## src/rtl/param_pipelined_alu_pkg.sv

```systemverilog
// ---------------------------------------------------------------------------
// alu_pkg
//
// Purpose:
//   Shared definitions for the parametrised pipelined ALU: opcode encodings,
//   flag bit positions inside the 5-bit flags word, and a helper that sizes
//   the shift-amount field from the datapath width.
//
// Contents:
//   OP_ADD .. OP_SLTU  legal 4-bit opcodes (12..15 are illegal)
//   FLG_Z .. FLG_ERR   bit indices into flags = {err, V, C, N, Z}
//   shamtWidth()       number of b bits used as a shift amount
// ---------------------------------------------------------------------------
package alu_pkg;

    localparam logic [3:0] OP_ADD  = 4'd0;
    localparam logic [3:0] OP_SUB  = 4'd1;
    localparam logic [3:0] OP_AND  = 4'd2;
    localparam logic [3:0] OP_OR   = 4'd3;
    localparam logic [3:0] OP_XOR  = 4'd4;
    localparam logic [3:0] OP_NOTA = 4'd5;
    localparam logic [3:0] OP_PASSB = 4'd6;
    localparam logic [3:0] OP_SHL  = 4'd7;
    localparam logic [3:0] OP_SHR  = 4'd8;
    localparam logic [3:0] OP_SRA  = 4'd9;
    localparam logic [3:0] OP_SLT  = 4'd10;
    localparam logic [3:0] OP_SLTU = 4'd11;

    // Opcodes from this value upward are illegal.
    localparam logic [3:0] OP_FIRST_ILLEGAL = 4'd12;

    localparam int FLG_Z   = 0;
    localparam int FLG_N   = 1;
    localparam int FLG_C   = 2;
    localparam int FLG_V   = 3;
    localparam int FLG_ERR = 4;
    localparam int NUM_FLAGS = 5;

    // A WIDTH-bit operand can only be shifted by 0..WIDTH-1, so only the low
    // clog2(WIDTH) bits of b carry a meaningful shift amount.
    function automatic int shamtWidth(input int width);
        return $clog2(width);
    endfunction

endpackage

```

## src/rtl/param_pipelined_alu_core.sv

```systemverilog
// ---------------------------------------------------------------------------
// alu_core
//
// Purpose:
//   Purely combinational ALU slice used by the second pipeline stage.
//   Computes the result and the {err, V, C, N, Z} status flags for one
//   operation.
//
// Parameters:
//   WIDTH   datapath width (power of two, >= 8)
//
// Ports:
//   a       in   WIDTH  operand A
//   b       in   WIDTH  operand B (low clog2(WIDTH) bits are the shift amount)
//   alu_op  in   4      opcode, see alu_pkg
//   result  out  WIDTH  operation result (0 for illegal opcodes)
//   flags   out  5      {err, V, C, N, Z}
// ---------------------------------------------------------------------------
module alu_core
    import alu_pkg::*;
#(
    parameter int WIDTH = 16
) (
    input  logic [WIDTH-1:0]     a,
    input  logic [WIDTH-1:0]     b,
    input  logic [3:0]           alu_op,
    output logic [WIDTH-1:0]     result,
    output logic [NUM_FLAGS-1:0] flags
);

    localparam int SHW = shamtWidth(WIDTH);

    logic [WIDTH:0]   w_sum;
    logic [WIDTH:0]   w_diff;
    logic [SHW-1:0]   w_shamt;
    logic             w_carry;
    logic             w_ovf;
    logic             w_err;

    // Both adders are one bit wider than the datapath so the top bit is the
    // carry-out. Subtraction is done as A + ~B + 1, which makes the carry-out
    // an inverted borrow: C=1 means A >= B unsigned.
    assign w_sum   = {1'b0, a} + {1'b0, b};
    assign w_diff  = {1'b0, a} + {1'b0, ~b} + {{WIDTH{1'b0}}, 1'b1};
    assign w_shamt = b[SHW-1:0];

    // Opcode decode. Carry and overflow only have meaning for ADD/SUB and
    // stay 0 elsewhere; anything outside the legal range raises err and
    // leaves the result at 0.
    always_comb begin
        result  = '0;
        w_carry = 1'b0;
        w_ovf   = 1'b0;
        w_err   = 1'b0;
        case (alu_op)
            OP_ADD: begin
                result  = w_sum[WIDTH-1:0];
                w_carry = w_sum[WIDTH];
                w_ovf   = (a[WIDTH-1] == b[WIDTH-1]) && (w_sum[WIDTH-1] != a[WIDTH-1]);
            end
            OP_SUB: begin
                result  = w_diff[WIDTH-1:0];
                w_carry = w_diff[WIDTH];
                w_ovf   = (a[WIDTH-1] != b[WIDTH-1]) && (w_diff[WIDTH-1] != a[WIDTH-1]);
            end
            OP_AND:   result = a & b;
            OP_OR:    result = a | b;
            OP_XOR:   result = a ^ b;
            OP_NOTA:  result = ~a;
            OP_PASSB: result = b;
            OP_SHL:   result = a << w_shamt;
            OP_SHR:   result = a >> w_shamt;
            OP_SRA:   result = $signed(a) >>> w_shamt;
            OP_SLT:   result = {{(WIDTH-1){1'b0}}, ($signed(a) < $signed(b))};
            OP_SLTU:  result = {{(WIDTH-1){1'b0}}, (a < b)};
            default:  w_err  = 1'b1;
        endcase
    end

    // Flag packing. An illegal opcode reports only err, so Z and N are
    // suppressed even though the forced-zero result would otherwise set Z.
    always_comb begin
        flags          = '0;
        flags[FLG_Z]   = !w_err && (result == '0);
        flags[FLG_N]   = !w_err && result[WIDTH-1];
        flags[FLG_C]   = w_carry;
        flags[FLG_V]   = w_ovf;
        flags[FLG_ERR] = w_err;
    end

endmodule

```

## src/rtl/param_pipelined_alu.sv

```systemverilog
// ---------------------------------------------------------------------------
// param_pipelined_alu
//
// Purpose:
//   Pipelined ALU with configurable width and depth, valid/ready handshakes
//   on both ends and a sideband tag carried alongside each operation.
//   Stage 1 captures the operands, stage 2 captures the alu_core result and
//   flags, and stages 3..STAGES are plain delay stages. The outputs come
//   straight from the last stage's registers.
//
// Parameters:
//   WIDTH   datapath width (power of two, >= 8)
//   STAGES  register stages from input to output (>= 2)
//   TAG_W   width of the sideband tag
//
// Ports:
//   clk        in   1      rising-edge clock
//   reset      in   1      synchronous, active-high reset
//   in_valid   in   1      operation presented on a/b/alu_op/in_tag
//   in_ready   out  1      an operation can be accepted this cycle
//   a, b       in   WIDTH  operands
//   alu_op     in   4      opcode
//   in_tag     in   TAG_W  tag, returned unchanged on out_tag
//   out_valid  out  1      result/flags/out_tag hold a valid operation
//   out_ready  in   1      consumer takes the result this cycle
//   result     out  WIDTH  operation result
//   flags      out  5      {err, V, C, N, Z}
//   out_tag    out  TAG_W  tag of the operation on the outputs
// ---------------------------------------------------------------------------
module param_pipelined_alu
    import alu_pkg::*;
#(
    parameter int WIDTH  = 16,
    parameter int STAGES = 3,
    parameter int TAG_W  = 4
) (
    input  logic                 clk,
    input  logic                 reset,
    input  logic                 in_valid,
    output logic                 in_ready,
    input  logic [WIDTH-1:0]     a,
    input  logic [WIDTH-1:0]     b,
    input  logic [3:0]           alu_op,
    input  logic [TAG_W-1:0]     in_tag,
    output logic                 out_valid,
    input  logic                 out_ready,
    output logic [WIDTH-1:0]     result,
    output logic [NUM_FLAGS-1:0] flags,
    output logic [TAG_W-1:0]     out_tag
);

    // Stage 1: captured operands, opcode and tag.
    logic                 r_s1Valid;
    logic [WIDTH-1:0]     r_s1A;
    logic [WIDTH-1:0]     r_s1B;
    logic [3:0]           r_s1Op;
    logic [TAG_W-1:0]     r_s1Tag;

    // Stages 2..STAGES: computed result, flags and tag.
    logic [STAGES:2]      r_stgValid;
    logic [WIDTH-1:0]     r_stgResult [2:STAGES];
    logic [NUM_FLAGS-1:0] r_stgFlags  [2:STAGES];
    logic [TAG_W-1:0]     r_stgTag    [2:STAGES];

    // w_ready[i] is the ready of stage i; index STAGES+1 is the consumer.
    logic [STAGES+1:1]    w_ready;

    logic [WIDTH-1:0]     w_coreResult;
    logic [NUM_FLAGS-1:0] w_coreFlags;

    alu_core #(
        .WIDTH (WIDTH)
    ) u_core (
        .a      (r_s1A),
        .b      (r_s1B),
        .alu_op (r_s1Op),
        .result (w_coreResult),
        .flags  (w_coreFlags)
    );

    // Bubble-collapsing ready chain, evaluated from the output backwards.
    // A stage may take new data when it is empty or when the stage after it
    // is about to take its current contents, so empty slots ahead of a
    // stall keep filling. Keeping the whole chain in one block lets each
    // entry depend on the next without a combinational self-loop.
    always_comb begin
        w_ready = '0;
        w_ready[STAGES+1] = out_ready;
        for (int i = STAGES; i >= 2; i--) begin
            w_ready[i] = !r_stgValid[i] || w_ready[i+1];
        end
        w_ready[1] = !r_s1Valid || w_ready[2];
    end

    // Stage 1 valid bit: follows in_valid whenever the stage can advance.
    always_ff @(posedge clk) begin
        if (reset) begin
            r_s1Valid <= 1'b0;
        end else if (w_ready[1]) begin
            r_s1Valid <= in_valid;
        end
    end

    // Stage 1 payload: only loaded on a real input transfer so that an empty
    // stage keeps its old contents. It needs no reset because the valid bit
    // alone decides whether it means anything.
    always_ff @(posedge clk) begin
        if (in_valid && w_ready[1]) begin
            r_s1A   <= a;
            r_s1B   <= b;
            r_s1Op  <= alu_op;
            r_s1Tag <= in_tag;
        end
    end

    // Valid bits of stages 2..STAGES. Each stage copies its predecessor's
    // valid bit when it can advance and holds otherwise, which gives the
    // in-order, no-loss, no-duplicate behaviour under backpressure.
    always_ff @(posedge clk) begin
        if (reset) begin
            r_stgValid <= '0;
        end else begin
            if (w_ready[2]) begin
                r_stgValid[2] <= r_s1Valid;
            end
            for (int i = 3; i <= STAGES; i++) begin
                if (w_ready[i]) begin
                    r_stgValid[i] <= r_stgValid[i-1];
                end
            end
        end
    end

    // Payload of stages 2..STAGES. Stage 2 captures the ALU output, later
    // stages shift it along. Only the last stage drives the ports, so it is
    // the only payload cleared by reset; the rest hold stale data harmlessly.
    always_ff @(posedge clk) begin
        if (reset) begin
            r_stgResult[STAGES] <= '0;
            r_stgFlags[STAGES]  <= '0;
            r_stgTag[STAGES]    <= '0;
        end else begin
            if (r_s1Valid && w_ready[2]) begin
                r_stgResult[2] <= w_coreResult;
                r_stgFlags[2]  <= w_coreFlags;
                r_stgTag[2]    <= r_s1Tag;
            end
            for (int i = 3; i <= STAGES; i++) begin
                if (r_stgValid[i-1] && w_ready[i]) begin
                    r_stgResult[i] <= r_stgResult[i-1];
                    r_stgFlags[i]  <= r_stgFlags[i-1];
                    r_stgTag[i]    <= r_stgTag[i-1];
                end
            end
        end
    end

    assign in_ready  = w_ready[1];
    assign out_valid = r_stgValid[STAGES];
    assign result    = r_stgResult[STAGES];
    assign flags     = r_stgFlags[STAGES];
    assign out_tag   = r_stgTag[STAGES];

endmodule
```

## config.mk

```make
export PLATFORM = sky130hd
export DESIGN_NAME = param_pipelined_alu
export DESIGN_NICKNAME = d
export VERILOG_FILES = /design/src/rtl/param_pipelined_alu_pkg.sv /design/src/rtl/param_pipelined_alu_core.sv /design/src/rtl/param_pipelined_alu.sv
export SDC_FILE = /design/constraint.sdc
export NUM_CORES = 1
export LEC_CHECK = 0
export CORE_MARGIN = 2
export CORE_UTILIZATION = 45
export CTS_BUF_LIST = sky130_fd_sc_hd__clkbuf_4
export CTS_CLUSTER_SIZE = 30
export DETAILED_ROUTE_END_ITERATION = 10
export PLACE_DENSITY_LB_ADDON = 0.3
export SYNTH_ARGS = -nofsm -noshare
export SYNTH_HDL_FRONTEND = slang
export SYNTH_SLANG_ARGS = --single-unit
export TNS_END_PERCENT = 5
```

## constraint.sdc

```tcl
create_clock -name clk -period 5.9 [get_ports clk]
set_input_delay 0.59 -clock clk [delete_from_list [all_inputs] [get_ports clk]]
set_output_delay 0.59 -clock clk [all_outputs]
set_load 0.1 [all_outputs]
```

# == Word level (Yosys, flattened, before mapping) ==
# Memory sizes are Yosys's and may differ from the RTL's.
# Index checks and enable logic that the tools add are counted.
# totals
ram_bits,50
n_memories,3
reg_bits,43
input_bits,44
# mem_list
memory,depth,word_bits,read_ports,rd_clocked_by_memory_dff,wr,line,text
r_stgResult,2,16,2,0,2,param_pipelined_alu.sv:61,logic [WIDTH-1:0] r_stgResult [2:STAGES];
r_stgFlags,2,5,2,0,2,param_pipelined_alu.sv:62,logic [NUM_FLAGS-1:0] r_stgFlags [2:STAGES];
r_stgTag,2,4,2,0,2,param_pipelined_alu.sv:63,logic [TAG_W-1:0] r_stgTag [2:STAGES];
# op_classes
bitwise_logic,8
eq_ne,15
shift,3
reduce_logical,16
n_addsub,3
mux,15
magnitude_cmp,2
# op_table
op,n
16-bit case mux with 12 select lines,1
16-bit by 16-bit adder with 17-bit output,2
16-bit < comparator,2
16-bit inverter,2
17-bit by 1-bit adder with 17-bit output (second input constant),1
16-bit bitwise AND,1
4-bit by 3-bit equality test with 1-bit output (second input constant),4
4-bit equality test (second input constant),4
16-bit logical NOT,1
16-bit two-way mux,1
16-bit OR,1
16-bit by 4-bit left shift with 16-bit output,1
16-bit by 4-bit >> shifter with 16-bit output,1
16-bit by 4-bit >>> shifter with 16-bit output,1
16-bit bitwise XOR,1
12-bit OR reduction,1
1-bit two-way mux,9
4-bit by 2-bit equality test with 1-bit output (second input constant),2
1-bit logical AND,7
5-bit two-way mux,1
4-bit by 1-bit equality test with 1-bit output (second input constant),1
4-bit logical NOT,1
4-bit two-way mux,1
1-bit case mux with 2 select lines,2
5 further kinds,13

# == Longest topological paths before layout ==
# depth
word_depth,7
mapped_depth,16
mapped_depth_nobuf,13

# == Cells and area by module ==
# A second synthesis with hierarchy kept.
# hier_totals
hier_cells,806
hier_area_um2,8026.4
# modules_own_cells
mod,instances,area_each_um2,cells_each
alu_core,1,4625.7,643
param_pipelined_alu,1,3400.8,163

# == Worst setup path before layout ==
# OpenSTA, ideal clock, no wires.
# synth_path
path_kind,flip-flop to flip-flop
startpoint,reg r_s1B[2]
endpoint,"reg, netlist name r_stgFlags[1][0]"
t_arrival_ns,3.994
setup_time_ns,0.170
stages_incl_launch_ff,17
path_slack_ns,1.736
n_path_buf,4
synth_period_minus_slack_ns,4.164
path_cell_list,edfxtp_1 -> buf_2 -> inv_1 -> clkbuf_1 -> buf_1 -> ha_1 -> clkbuf_1 -> nor2b_1 -> o21ai_0 -> nand2b_1 -> a221oi_1 -> o2111ai_1 -> or4_1 -> or4_1 -> nor4_2 -> or4b_1 -> nor4_2
# synth_lines
element,line,text
start: declaration,param_pipelined_alu.sv:55,logic [WIDTH-1:0] r_s1B;
start signal: assignment,param_pipelined_alu.sv:110,r_s1B <= b;

==> metrics <==
status complete, no violations; Fmax achieved 222 MHz; Synthesized Nets 877; via/cell ratio 6.27; GRT busiest layer met2; Clock Latency Late Sink 0.49 ns; Yosys warnings 0; CTS root buf clkbuf_4; crit start category flip-flop; CTS Buf Count 9; H-Tree Depth 3; kind of critical path reg -> reg; Worst-path clk slew 0.15 ns; wire per inst ~23 um; Slowest cell on crit path edfxtp_1; Hold Startpoint r_s1Tag[0]$_DFFE_PP_; dpl hpwl 18.0 mm; Mapped Cells around 780; HP Class reg -> reg; drt pass-1 iters 7; M3 GR Usage around 6.2%; Worst Tran Pin Value 1.24 ns; hold endpoint r_stgTag[1][0]$_DFFE_PP_; Final Setup Violations 0; CTS Buffer Depth 2; TritonCTS clock tree yes; relative slew slack 15.2%; xor/xnor share of the synthesized area 1.05%; main combinational cell family by area after synthesis compound AO/OA/AOI/OAI gates; Required @ worst endpoint 6.20 ns; met2 usage 41.9%; share of layout cells above drive strength 1 8.86%; Reg2Reg Capture Point r_stgFlags[1][0]$_DFFE_PP_; post-synthesis async set-or-reset flop share 0%; Hold Crit Depth 0; Layout Skew 0.0265 ns; simple-gate portion of the synthesized area about 17%; RSZ-0062 raised after global routing false; commonest non-fill, non-tap cells in the layout 90 x edfxtp_1, 71 x nor2_1, 70 x clkdlybuf4s50_1, 54 x ha_1, 47 x nand2_1; flop2flop setup slack 1.40 ns; Placeable Area 16500 sq um; area of the die between 15000 and 20000 sq um; Pleak ~3.2 nW; Die Width 133 um; Synth Area in Compound Gates 20.0%; post_cts resized 0; Routed WL 23.6 mm; IO Port Bufs 70; ANT nets after route 0; Layout area overhead 10.7%; postcts setup bufs 0; Post-synth EDFFs 90; nets about 900; DR DRC count 0; GRT Overall Usage 26.5%; # hold bufs at CTS 0; FF-to-FF Start r_s1B[0]$_DFFE_PP_; commonest non-fill, non-tap cell in the layout edfxtp_1; CP peak stage delay 0.93 ns; Synth Area in Adders 9.52%; Worst setup EP type flip-flop; Design Power 1.84 mW; Die H 133 um; #FFs+latches synth 93; r2r worst-path depth 11; vias in the first global route 6038; Max Slew Vio Count 0; crit path DAT 4.80 ns; initial core utilization 45.6%; sequential-to-total area share from yosys stat 36.8%; Worst VDD drop 0.105 mV; top-level port count between 70 and 80; starting DRC count in detailed routing 723; GR Util met1 36.1%; final RePlAce weighted congestion 1.03; critical path peak fanout 20; Min Clock Period, post-route between 4 and 5 ns; Final Hold Fails 0; Synth Flop Type edfxtp_1; setup TNS 0 ns; largest net degree at the start of global routing 46; initial antenna violation count 1; clock sink total 93; crit-path cells buf_4 -> mux4_2 -> nor2_1 -> nor3_1 -> o21ai_0 -> o2111ai_1 -> or4_1 -> or4_1 -> nor4_2 -> or4b_1 -> nor4_2; final cycle utilization of the critical path 76.2%; Vias 6417; first-pass GRT wire length around 36 mm; num rows 47; max-cap violation count 0; multiplexer area fraction after synthesis ~8.0%; power density cells 222 nW/um^2; fillcell total 1530; area of the mapped netlist 7520 sq um; Syn Area/Cell 9.67 sq um; gr ovfl total 0; Netlist cell types 79
==> state kept, by name (all words and copies together), names as in the netlist <==
name,count
r_stgTag,8
r_stgFlags,10
r_s1B,16
r_s1Valid,1
r_s1Tag,4
r_s1A,16
r_stgResult,32
r_stgValid,2
r_s1Op,4
==> report_power, final <==
part	internal [mW]	total, mW	switching, mW
clock network	0.0921	0.336	0.244
logic	0.250	0.675	0.426
registers	0.773	0.833	0.0607
total	1.11	1.84	0.730
==> cell usage after synthesis (11+ instances only) <==
cell type,n,area share (%)
clkbuf_1,29,1.4
buf_2,14,0.93
nand2_1,47,2.3
nor3_1,28,1.9
buf_4,27,2.7
edfxtp_1,90,36
ha_1,54,9.0
o21ai_0,40,2.7
nor2_1,71,3.5
inv_1,44,2.2
mux2_2,11,1.6
and2_1,33,2.7
a211oi_1,11,1.1
mux2i_1,14,1.9
a21oi_1,30,2.0
nand3_1,13,0.87
==> area by class of cell <==
class / count / area (sq um) / share of cell area [%]
well taps: 220 / 275 / 3.31
inverters: 48 / 180 / 2.17
multi-input cells: 559 / 4150 / 49.9
clock inverters: 7 / 63.8 / 0.767
diodes: 2 / 5.00 / 0.0602
clock buffers: 9 / 67.6 / 0.812
flip-flops and latches: 93 / 2760 / 33.2
repair buffers: 85 / 813 / 9.77
==> per-stage QoR <==
step	utilization, %	hold slack, ns	setup WS (ns)	std cells	cell area (sq um)
final	50.5	0.446	1.40	1023	8320
after global placement	49.7	0.406	1.54	1005	8180
after global routing	50.5	0.457	1.20	1023	8320
after floorplan	-	0.400	1.74	777	7520
after detailed placement	49.7	0.408	1.46	1005	8180
after CTS	50.5	0.448	1.41	1021	8320
==> cell families after synthesis <==
| group | after synthesis |
|---|---|
| multiplexers | 39 |
| buffers and inverters | 125 |
| adder cells (fa/ha/maj) | 56 |
| AO/OA/AOI/OAI | 208 |
| XOR/XNOR | 9 |
| flip-flops | 93 |
| AND/OR/NAND/NOR | 247 |
==> worst max path at each step <==
stage                                             to                from  slack, ns
after global routing      r_stgFlags[1][0]$_DFFE_PP_  r_s1B[0]$_DFFE_PP_       1.20
final                     r_stgFlags[1][0]$_DFFE_PP_  r_s1B[0]$_DFFE_PP_       1.40
after CTS                 r_stgFlags[1][0]$_DFFE_PP_  r_s1B[0]$_DFFE_PP_       1.41
after floorplan           r_stgFlags[1][0]$_DFFE_PP_  r_s1B[2]$_DFFE_PP_       1.74
after detailed placement  r_stgFlags[1][0]$_DFFE_PP_  r_s1B[0]$_DFFE_PP_       1.46
after global placement    r_stgFlags[1][0]$_DFFE_PP_  r_s1B[0]$_DFFE_PP_       1.54
==> layer usage <==
metal,share of wire [%],vias up
li1,-,2936
met1,43,3111
met2,46,331
met3,8.5,39
met4,2.7,0
met5,0,-
==> worst max-delay path: cells and delay by family, from the launching register on <==
family / cells / cell delay (ns)
AOI/OAI and AO/OA: 2 / 0.73
buffers and inverters: 1 / 0.32
muxes: 1 / 0.53
and+or+nand+nor: 7 / 1.81
DFF: 1 / 0.93
(Power assumes the default switching activity.)
